`src/rtl/dac_sample_buffer.sv`:
```
// DAC playback buffer: sample FIFO drained at a programmable rate, with
// IDLE/PRIME/RUN playback control and sticky underflow accounting.
module dac_sample_buffer #(
    parameter int unsigned DEPTH       = 16,
    parameter int unsigned PRIME_LEVEL = 8
) (
    input  logic                     DAC_clk,
    input  logic                     reset,
    input  logic                     enable,
    input  logic [15:0]              rate_div,
    input  logic [9:0]               s_data,
    input  logic                     s_valid,
    output logic                     s_ready,
    input  logic                     clear_status,
    output logic [9:0]               DAC_data,
    output logic                     sample_strobe,
    output logic [$clog2(DEPTH):0]   fifo_level,
    output logic                     underflow,
    output logic [15:0]              underflow_cnt
);

    localparam int unsigned AW = $clog2(DEPTH);
    localparam int unsigned LW = AW + 1;
    localparam logic [LW-1:0] DEPTH_LVL = LW'(DEPTH);
    localparam logic [LW-1:0] PRIME_LVL = LW'(PRIME_LEVEL);
    localparam logic [9:0]    MIDSCALE  = 10'h200;

    typedef enum logic [1:0] {IDLE, PRIME, RUN} state_t;

    state_t          state_q;
    logic [15:0]     rate_cnt_q;
    logic [AW-1:0]   rd_ptr_q;
    logic [AW-1:0]   wr_ptr_q;
    logic [LW-1:0]   level_q;
    logic [LW-1:0]   level_d;
    logic [9:0]      dac_q;
    logic            uf_q;
    logic [15:0]     uf_cnt_q;
    logic [9:0]      mem_q [DEPTH];

    logic push_d;
    logic pop_d;
    logic uf_event_d;

    // Strobe uses >= so a rate_div reduced below the running count ends the
    // current slot once instead of letting the counter run through 16'hFFFF.
    assign sample_strobe = (state_q == RUN) && (rate_cnt_q >= rate_div);
    assign s_ready       = (level_q != DEPTH_LVL);
    assign fifo_level    = level_q;
    assign DAC_data      = dac_q;
    assign underflow     = uf_q;
    assign underflow_cnt = uf_cnt_q;

    always_comb begin
        push_d     = s_valid && s_ready;
        pop_d      = sample_strobe && (level_q != '0);
        uf_event_d = sample_strobe && (level_q == '0);
        level_d    = level_q;
        if (push_d && !pop_d) begin
            level_d = level_q + LW'(1);
        end else if (!push_d && pop_d) begin
            level_d = level_q - LW'(1);
        end
    end

    always_ff @(posedge DAC_clk) begin
        if (push_d) begin
            mem_q[wr_ptr_q] <= s_data;
        end
    end

    always_ff @(posedge DAC_clk or posedge reset) begin
        if (reset) begin
            state_q    <= IDLE;
            rate_cnt_q <= '0;
            rd_ptr_q   <= '0;
            wr_ptr_q   <= '0;
            level_q    <= '0;
            dac_q      <= MIDSCALE;
            uf_q       <= 1'b0;
            uf_cnt_q   <= '0;
        end else begin
            if (push_d) begin
                wr_ptr_q <= wr_ptr_q + AW'(1);
            end
            if (pop_d) begin
                rd_ptr_q <= rd_ptr_q + AW'(1);
            end
            level_q <= level_d;

            // A pop in the cycle enable drops still consumes the sample,
            // but the output returns to midscale.
            if (!enable || state_q == IDLE) begin
                dac_q <= MIDSCALE;
            end else if (pop_d) begin
                dac_q <= mem_q[rd_ptr_q];
            end

            if (!enable) begin
                state_q    <= IDLE;
                rate_cnt_q <= '0;
            end else begin
                case (state_q)
                    IDLE: begin
                        state_q    <= PRIME;
                        rate_cnt_q <= '0;
                    end
                    PRIME: begin
                        if (level_q >= PRIME_LVL) begin
                            state_q <= RUN;
                        end
                        rate_cnt_q <= '0;
                    end
                    RUN: begin
                        rate_cnt_q <= sample_strobe ? '0 : rate_cnt_q + 16'd1;
                    end
                    default: begin
                        state_q    <= IDLE;
                        rate_cnt_q <= '0;
                    end
                endcase
            end

            if (uf_event_d) begin
                uf_q     <= 1'b1;
                uf_cnt_q <= clear_status ? 16'd1 :
                            (uf_cnt_q == '1) ? uf_cnt_q : uf_cnt_q + 16'd1;
            end else if (clear_status) begin
                uf_q     <= 1'b0;
                uf_cnt_q <= '0;
            end
        end
    end

endmodule

```
`config.mk`:
```
export PLATFORM = sky130hd
export DESIGN_NAME = dac_sample_buffer
export DESIGN_NICKNAME = d
export VERILOG_FILES = /design/src/rtl/dac_sample_buffer.sv
export SDC_FILE = /design/constraint.sdc
export NUM_CORES = 1
export LEC_CHECK = 0
export CAP_MARGIN = 30
export CORE_MARGIN = 1
export CORE_UTILIZATION = 35
export DETAILED_ROUTE_END_ITERATION = 10
export PLACE_DENSITY = 0.57
export RECOVER_POWER = 50
export SLEW_MARGIN = 20
export SYNTH_ARGS = -nofsm -noshare
export SYNTH_HDL_FRONTEND = slang
export SYNTH_SLANG_ARGS = --single-unit
```
`constraint.sdc`:
```
create_clock -name DAC_clk -period 8.9 [get_ports DAC_clk]
set_clock_uncertainty 0.15 [all_clocks]
set_input_delay 0.89 -clock DAC_clk [delete_from_list [all_inputs] [get_ports DAC_clk]]
set_output_delay 0.89 -clock DAC_clk [all_outputs]
set_load 0.1 [all_outputs]
```
==> out/qor.yml, run 1 <==
sta:
  fmax_ghz: 0.1975
  tns_ns: 0
  finalWorstSetupSlack_ns: 3.838
  setup_violations: 0
  fin_crit_sh_pct: 56.88
  worst_slew_pin_slew_ns: 3.227
  hold_viol: 0
  period_minus_slack_ns: 5.062
  rsz0062_at_grt: "no"
  final_max_slew_viol_count: 59
  relSlewSlack_pct: -115.1
final_layout:
  layout_common_cells: "edfxtp_1 (160), dfrtp_1 (56), clkdlybuf4s50_1 (52), nor2_1 (45), mux2i_1 (39)"
  finalInstanceArea_um2: 11360
  drive_gt1_share_pct: 11.17
  antenna_cells: 0
  area_delta_synth_final_pct: 18.90
  num-nets-final: 802
  layout_commonest_cell: "edfxtp_1"
global_routing:
  grt_use_total_pct: 15.78
  first_global_vias: 6030
  grt_pass1_wl_mm: 34.09
  grt-ovfl-total: 0
  antenna_found_initial: 0
  grt_max_degree: 59
pwr:
  pwr_density_cell_nw_per_um2: 226.5
  ir_drop_uv: 160.0
  p_leak_uw: 0.003944
  power_uw: 2573
clock_network:
  cts_tree: "built"
  holdBufCountCts: 0
  insertion_delay_ns: 0.52
  cts_made_buffers: 24
  ctsRootBufferMaster: "clkbuf_16"
  clkTransAtPathRegs_ns: 0.05
  cts_setup_buffers: 0
  ctsResizeCount: 0
  cts_buffer_depth: 3
  htreeDepth: 1
  cts_sinks: 218
detailed_routing:
  wl_met3_mm: 1.016
  drc: 0
  drt_iter0_drc: 484
  drt_pass1_iterations: 5
  wl_per_cell_um: 19.70
  top_layer: "met4"
  postRouteAntennaNets: 0
  wl_met1_mm: 9.833
  routed_via_density: 5.324
  wirelength_mm: 21.71
  wl_met2_mm: 10.19
  num_vias: 5867
worst_setup_path:
  startpoint_type: "input port"
  worst_setup_path_end_kind: "output pin"
  critPathBufInv: 4
  critPathTopFamily: "buffers and inverters"
  r2r-start: "rate_cnt_q[6]"
  arrival_ns: 4.02
  path_cells: "clkdlybuf4s50_1, inv_1, ha_1, and4_1, nand4_1, or3_1, a31o_2, inv_1, clkdlybuf4s50_1"
  cp_slowest_cell: "clkdlybuf4s50_1"
  path_max_fanout: 18
  worst-setup-path-type: "input port to output pin"
  max_stage_delay_ns: 1.14
  cp-startpoint: "rate_div[13]"
  required_ns: 7.86
outcome:
  violations: "max-capacitance violations, max-slew violations"
  status: "finished with violations"
logic_synthesis:
  ys_ff_latch: 218
  synthesis.area_um2: 9553
  synth_cell_types: 52
  ys.flop_type: "edfxtp_1"
  seq_area_frac_synth_pct: 65.50
  syn_avg_cell_area_um2: 14.45
  synth_edf_count: 160
  syn_nets: 720
  synth_cells: 661
  async_flop_share_pct: 26.61
  yosys_warnings: 0
floorplanning:
  core_area_um2: 26880
  die_h_um: 167.2
  pin_count: 65
  start_util_pct: 35.54
  die-area_um2: 27960
  die_x_um: 167.2
  num_rows: 60
min_path:
  hp-class: "register to register"
  min_from: "DAC_data[1]"
placement:
  dpl-instance-area_um2: 10620
  dp_worst_setup_slack_ns: 3.850
  place_congestion: 0.8388
  portBuffers: 64
  hpwl_mm: 13.81
run:
  drv_cap: 1
## where the power goes
group          internal (µW)  switching, µW
combinational            123            266
sequential              1190           60.0
clock                    541            389
total                   1860            715
## worst paths after layout
| kind | cells past startpoint | slack (ns) | to |
|---|---|---|---|
| setup / recovery | 9 | 3.84 | sample_strobe |
| hold / removal | 2 | 0.38 | DAC_data[1] |
| setup reg to reg | 14 | 4.80 | fifo_level[4] |
| hold reg to reg | 2 | 0.38 | DAC_data[1] |
| max in group asynchronous | 3 | 4.44 | rd_ptr_q[0] |
| min in group asynchronous | 3 | 1.91 | underflow |
## flip-flops by register name (all words and copies together) (netlist names), 2 cells and up
signal         flops
rate_cnt_q        16
state_q            2
fifo_level         5
wr_ptr_q           4
rd_ptr_q           4
underflow_cnt     16
DAC_data          10
mem_q            160
## kinds of logic (layout without fill, tap and decap cells)
kind of cell             Yosys count  after routing  share of synthesized area (%)
AND/OR/NAND/NOR                  169            169                          9.404
buffers and inverters             60            160                          2.868
multiplexers                      64             64                          9.666
adder cells (fa/ha/maj)           28             28                          3.746
flip-flops                       218            218                          65.50
XOR/XNOR                          26             26                          2.384
AO/OA/AOI/OAI                     96             96                          6.431
## synthesized netlist by cell type (3+ instances only)
master	n	share of area [%]
a211oi_1	5	0.39
a21oi_1	27	1.4
a221oi_1	18	1.7
a22oi_1	4	0.31
and2_1	6	0.39
and3_1	12	0.79
buf_1	4	0.16
buf_2	6	0.31
buf_4	3	0.24
buf_6	4	0.47
clkbuf_1	14	0.55
dfrtp_1	57	15
edfxtp_1	160	50
ha_1	27	3.5
inv_1	29	1.1
mux2i_1	39	4.1
mux4_2	22	5.2
nand2_1	20	0.79
nand2b_1	11	0.72
nand3_1	16	0.84
nand4_1	9	0.59
nor2_1	45	1.8
nor2b_1	4	0.26
nor3_1	16	0.84
o21ai_0	27	1.4
o31ai_1	5	0.39
or3_1	8	0.52
or4_1	10	0.79
xnor2_1	15	1.4
xor2_1	11	1.0
## per-stage QoR
stage / hold slack, ns / utilization [%] / instances
after CTS: 0.3886 / 42.28 / 1100
after floorplan: 0.3333 / - / 661
after global routing: 0.4292 / 42.26 / 1102
after detailed placement: 0.3830 / 39.50 / 1056
final: 0.3846 / 42.26 / 1102
after global placement: 0.3711 / 39.50 / 1056
## cell type report
cell class / count / area [µm²]
repair buffers: 87 / 794.5
well taps: 341 / 426.7
multi-input cells: 383 / 3022
clock inverters: 14 / 102.6
inverters: 29 / 108.9
fillers: 2486 / 15520
flip-flops and latches: 218 / 6261
clock buffers: 30 / 643.1
## worst reg2reg max path, cell delays in order, from the launching register on
cell and delay, ns:
dfrtp_1 0.45, ha_1 0.34, and3_1 0.17, o311a_1 0.32, o21ai_0 0.26, a31o_2 0.42
or2_1 0.37, ha_1 0.26, inv_1 0.11, fa_1 0.42, a21o_1 0.17, a21oi_1 0.18
xnor2_1 0.14, nor2_1 0.07, xor2_1 0.15
## layer usage
metal  vias to the layer above  GRT usage, %
met5                         -             0
met4                         0         5.265
met3                        41         2.411
met2                       181         26.25
met1                      2955         21.17
li1                       2690             -
(Power assumes the default switching activity.)
==> inputs of run 2 (changes only) <==
==> constraint.sdc (replaced) <==
create_clock -name DAC_clk -period 5.16 [get_ports DAC_clk]
set_clock_uncertainty 0.15 [all_clocks]
set_input_delay 0.516 -clock DAC_clk [delete_from_list [all_inputs] [get_ports DAC_clk]]
set_output_delay 0.516 -clock DAC_clk [all_outputs]
set_load 0.1 [all_outputs]
==> run 2 against run 1 <==
The flow still finishes with violations (max-capacitance violations, max-slew violations). First-iteration DRC count shrank 9.3%. Power increased by 74%. Sequential cell count did not move. Largest cell class unchanged. Sequential power up 73%. Die area unchanged. Sequential share of layout area down 0.13 points. Cell count barely moved. Via count is 2.3% lower. Cell area rose by 0.23%. Non-clock buffer count stayed put. Core utilization is 0.098 points higher. Critical path type is now input port to register. Critical path depth rose by 7.
==> out/qor.yml, run 2 (synthesis results as in run 1) <==
detailed_routing:
  wl_per_cell_um: 19.44  # -1.3%
  postRouteAntennaNets: 0  # unchanged
  drt_iter0_drc: 439  # -9.3%
  drt_pass1_iterations: 4  # -1
  wirelength_mm: 21.40  # -1.4%
  num_vias: 5732  # -2.3%
  routed_via_density: 5.206  # -2.2%
  drc: 0  # unchanged
pwr:
  ir_drop_uv: 236.6  # +48%
  power.internal_uw: 3217  # +73%
  power_uw: 4473  # +74%
  p_seq_share_pct: 48.3  # -0.4 points
  clkPwrFrac_pct: 36.7  # +0.5 points
  p_switching_uw: 1256  # +76%
  swShare_pct: 28.09  # +0.28 points
  p_leak_uw: 0.003956  # +0.29%
  pwr_density_cell_nw_per_um2: 392.9  # +73%
  comb_power_share_pct: 15.0  # about the same
global_routing:
  groute.layer.met1.usage_pct: 20.53  # -0.65 points
  grt_pass1_wl_mm: 33.88  # -0.61%
  grt_max_degree: 49  # -17%
  use_met3_pct: 3.002  # +0.59 points
  grt_use_total_pct: 15.69  # -0.089 points
  use_met2_pct: 26.49  # +0.24 points
  grt-ovfl-total: 0  # unchanged
  grt.busiest_layer: "met2"
  antenna_found_initial: 1  # +1
  first_global_vias: 5972  # -0.96%
sta:
  hold_viol: 0  # unchanged
  setup_violations: 0  # unchanged
  final_max_slew_viol_count: 36  # -39%
  tns_ns: 0  # unchanged
  rsz0062_at_grt: "no"
  period_minus_slack_ns: 4.063
  fin_crit_sh_pct: 78.74
  fmax_ghz: 0.2461
  relSlewSlack_pct: -23.54  # +92 points
  worst_slew_pin_slew_ns: 1.853  # -1.374 ns
floorplanning:
  start_util_pct: 35.54  # unchanged
  core_area_um2: 26880  # unchanged
  pin_count: 65  # unchanged
  die_x_um: 167.2  # unchanged
  die-area_um2: 27960  # unchanged
  num_rows: 60  # unchanged
  die_h_um: 167.2  # unchanged
final_layout:
  num-nets-final: 802  # unchanged
  layout_commonest_cell: "edfxtp_1"
  antenna_cells: 0  # unchanged
  drive_gt1_share_pct: 11.58  # +0.41 points
  area_delta_synth_final_pct: 19.18
  largest_reg_flops: 160  # unchanged
  layout_common_cells: "edfxtp_1 (160), dfrtp_1 (56), clkdlybuf4s50_1 (52), nor2_1 (45), mux2i_1 (39)"
  fillers: 2469  # -0.68%
  regMostFlops: "mem_q"
worst_setup_path:
  arrival_ns: 4.31  # +0.29 ns
  worst-setup-path-type: "input port to register"
  required_ns: 5.41  # -2.45 ns
  path_max_fanout: 18  # unchanged
  startpoint_type: "input port"
  worst_setup_path_end_kind: "register"
run:
  drv_cap: 1  # unchanged
clock_network:
  clkTransAtPathRegs_ns: 0.06  # about the same
  htreeDepth: 1  # unchanged
  cts_buffer_depth: 3  # unchanged
  ctsRootBufferMaster: "clkbuf_16"
  holdBufCountCts: 0  # unchanged
  cts_made_buffers: 24  # unchanged
  cts_setup_buffers: 0  # unchanged
  cts_sinks: 218  # unchanged
  insertion_delay_ns: 0.54  # +0.02 ns
  cts_tree: "built"
  ctsResizeCount: 0  # unchanged
placement:
  portBuffers: 64  # unchanged
  place_congestion: 0.8712  # +3.9%
  hpwl_mm: 13.86  # +0.39%
min_path:
  hp-class: "register to register"
outcome:
  status: "finished with violations"
  violations: "max-capacitance violations, max-slew violations"
## run 2: per-stage QoR
stage	std cells	hold slack (ns)	area (µm²)	setup WS, ns	util [%]
2_1_floorplan	661	0.3333	9553	1.067	-
3_3_place_gp	1057	0.3706	10620	0.6948	39.52
3_5_place_dp	1058	0.3907	10630	0.5601	39.55
4_1_cts	1101	0.2312	11400	1.104	42.40
5_1_grt	1101	0.4083	11380	0.7775	42.36
6_report	1101	0.3938	11380	1.097	42.36
## run 2: per-layer routing
metal	wire (µm)	vias to the layer above
li1	-	2687
met1	9400	2851
met2	10380	156
met3	1192	36
met4	416	2
met5	13	-
## run 2: critical path, cell delays in order
cell	delay, ns
clkdlybuf4s50_1	0.46
inv_1	0.04
ha_1	0.31
and3_1	0.18
o311a_1	0.31
o21ai_0	0.24
a31o_2	0.40
or2_1	0.37
ha_1	0.25
inv_1	0.10
fa_1	0.41
a21o_1	0.18
a21oi_1	0.17
xnor2_1	0.13
nor2_1	0.07
xor2_1	0.14
## run 2: final timing paths
check / startpoint / to / slack, ns / cells past startpoint
max in group asynchronous: reset / rd_ptr_q[0] / 1.84 / 3
worst min-delay path: underflow / underflow / 0.39 / 2
min in group asynchronous: reset / underflow_cnt[11] / 0.53 / 2
worst max-delay path: rate_div[6] / fifo_level[4] / 1.10 / 16
worst max register to register: rate_cnt_q[6] / fifo_level[4] / 1.13 / 14
worst min register to register: underflow / underflow / 0.39 / 2
## run 2: cell type report
cell class,instances,area (µm²),area share [%]
clock buffers,30,644.4,5.660
clock inverters,13,122.6,1.077
inverters,29,108.9,0.9561
multi-input cells,383,3022,26.54
flip-flops and latches,218,6261,54.99
well taps,341,426.7,3.748
repair buffers,87,799.5,7.023
## run 2: power by group through the flow
stage | sequential, µW | combinational [µW] | clock, µW
2_1_floorplan | 2290 | 321 | 0
3_3_place_gp | 2180 | 657 | 0
3_5_place_dp | 2190 | 684 | 0
4_1_cts | 2160 | 685 | 1680
5_1_grt | 2180 | 730 | 1750
6_report | 2160 | 672 | 1640
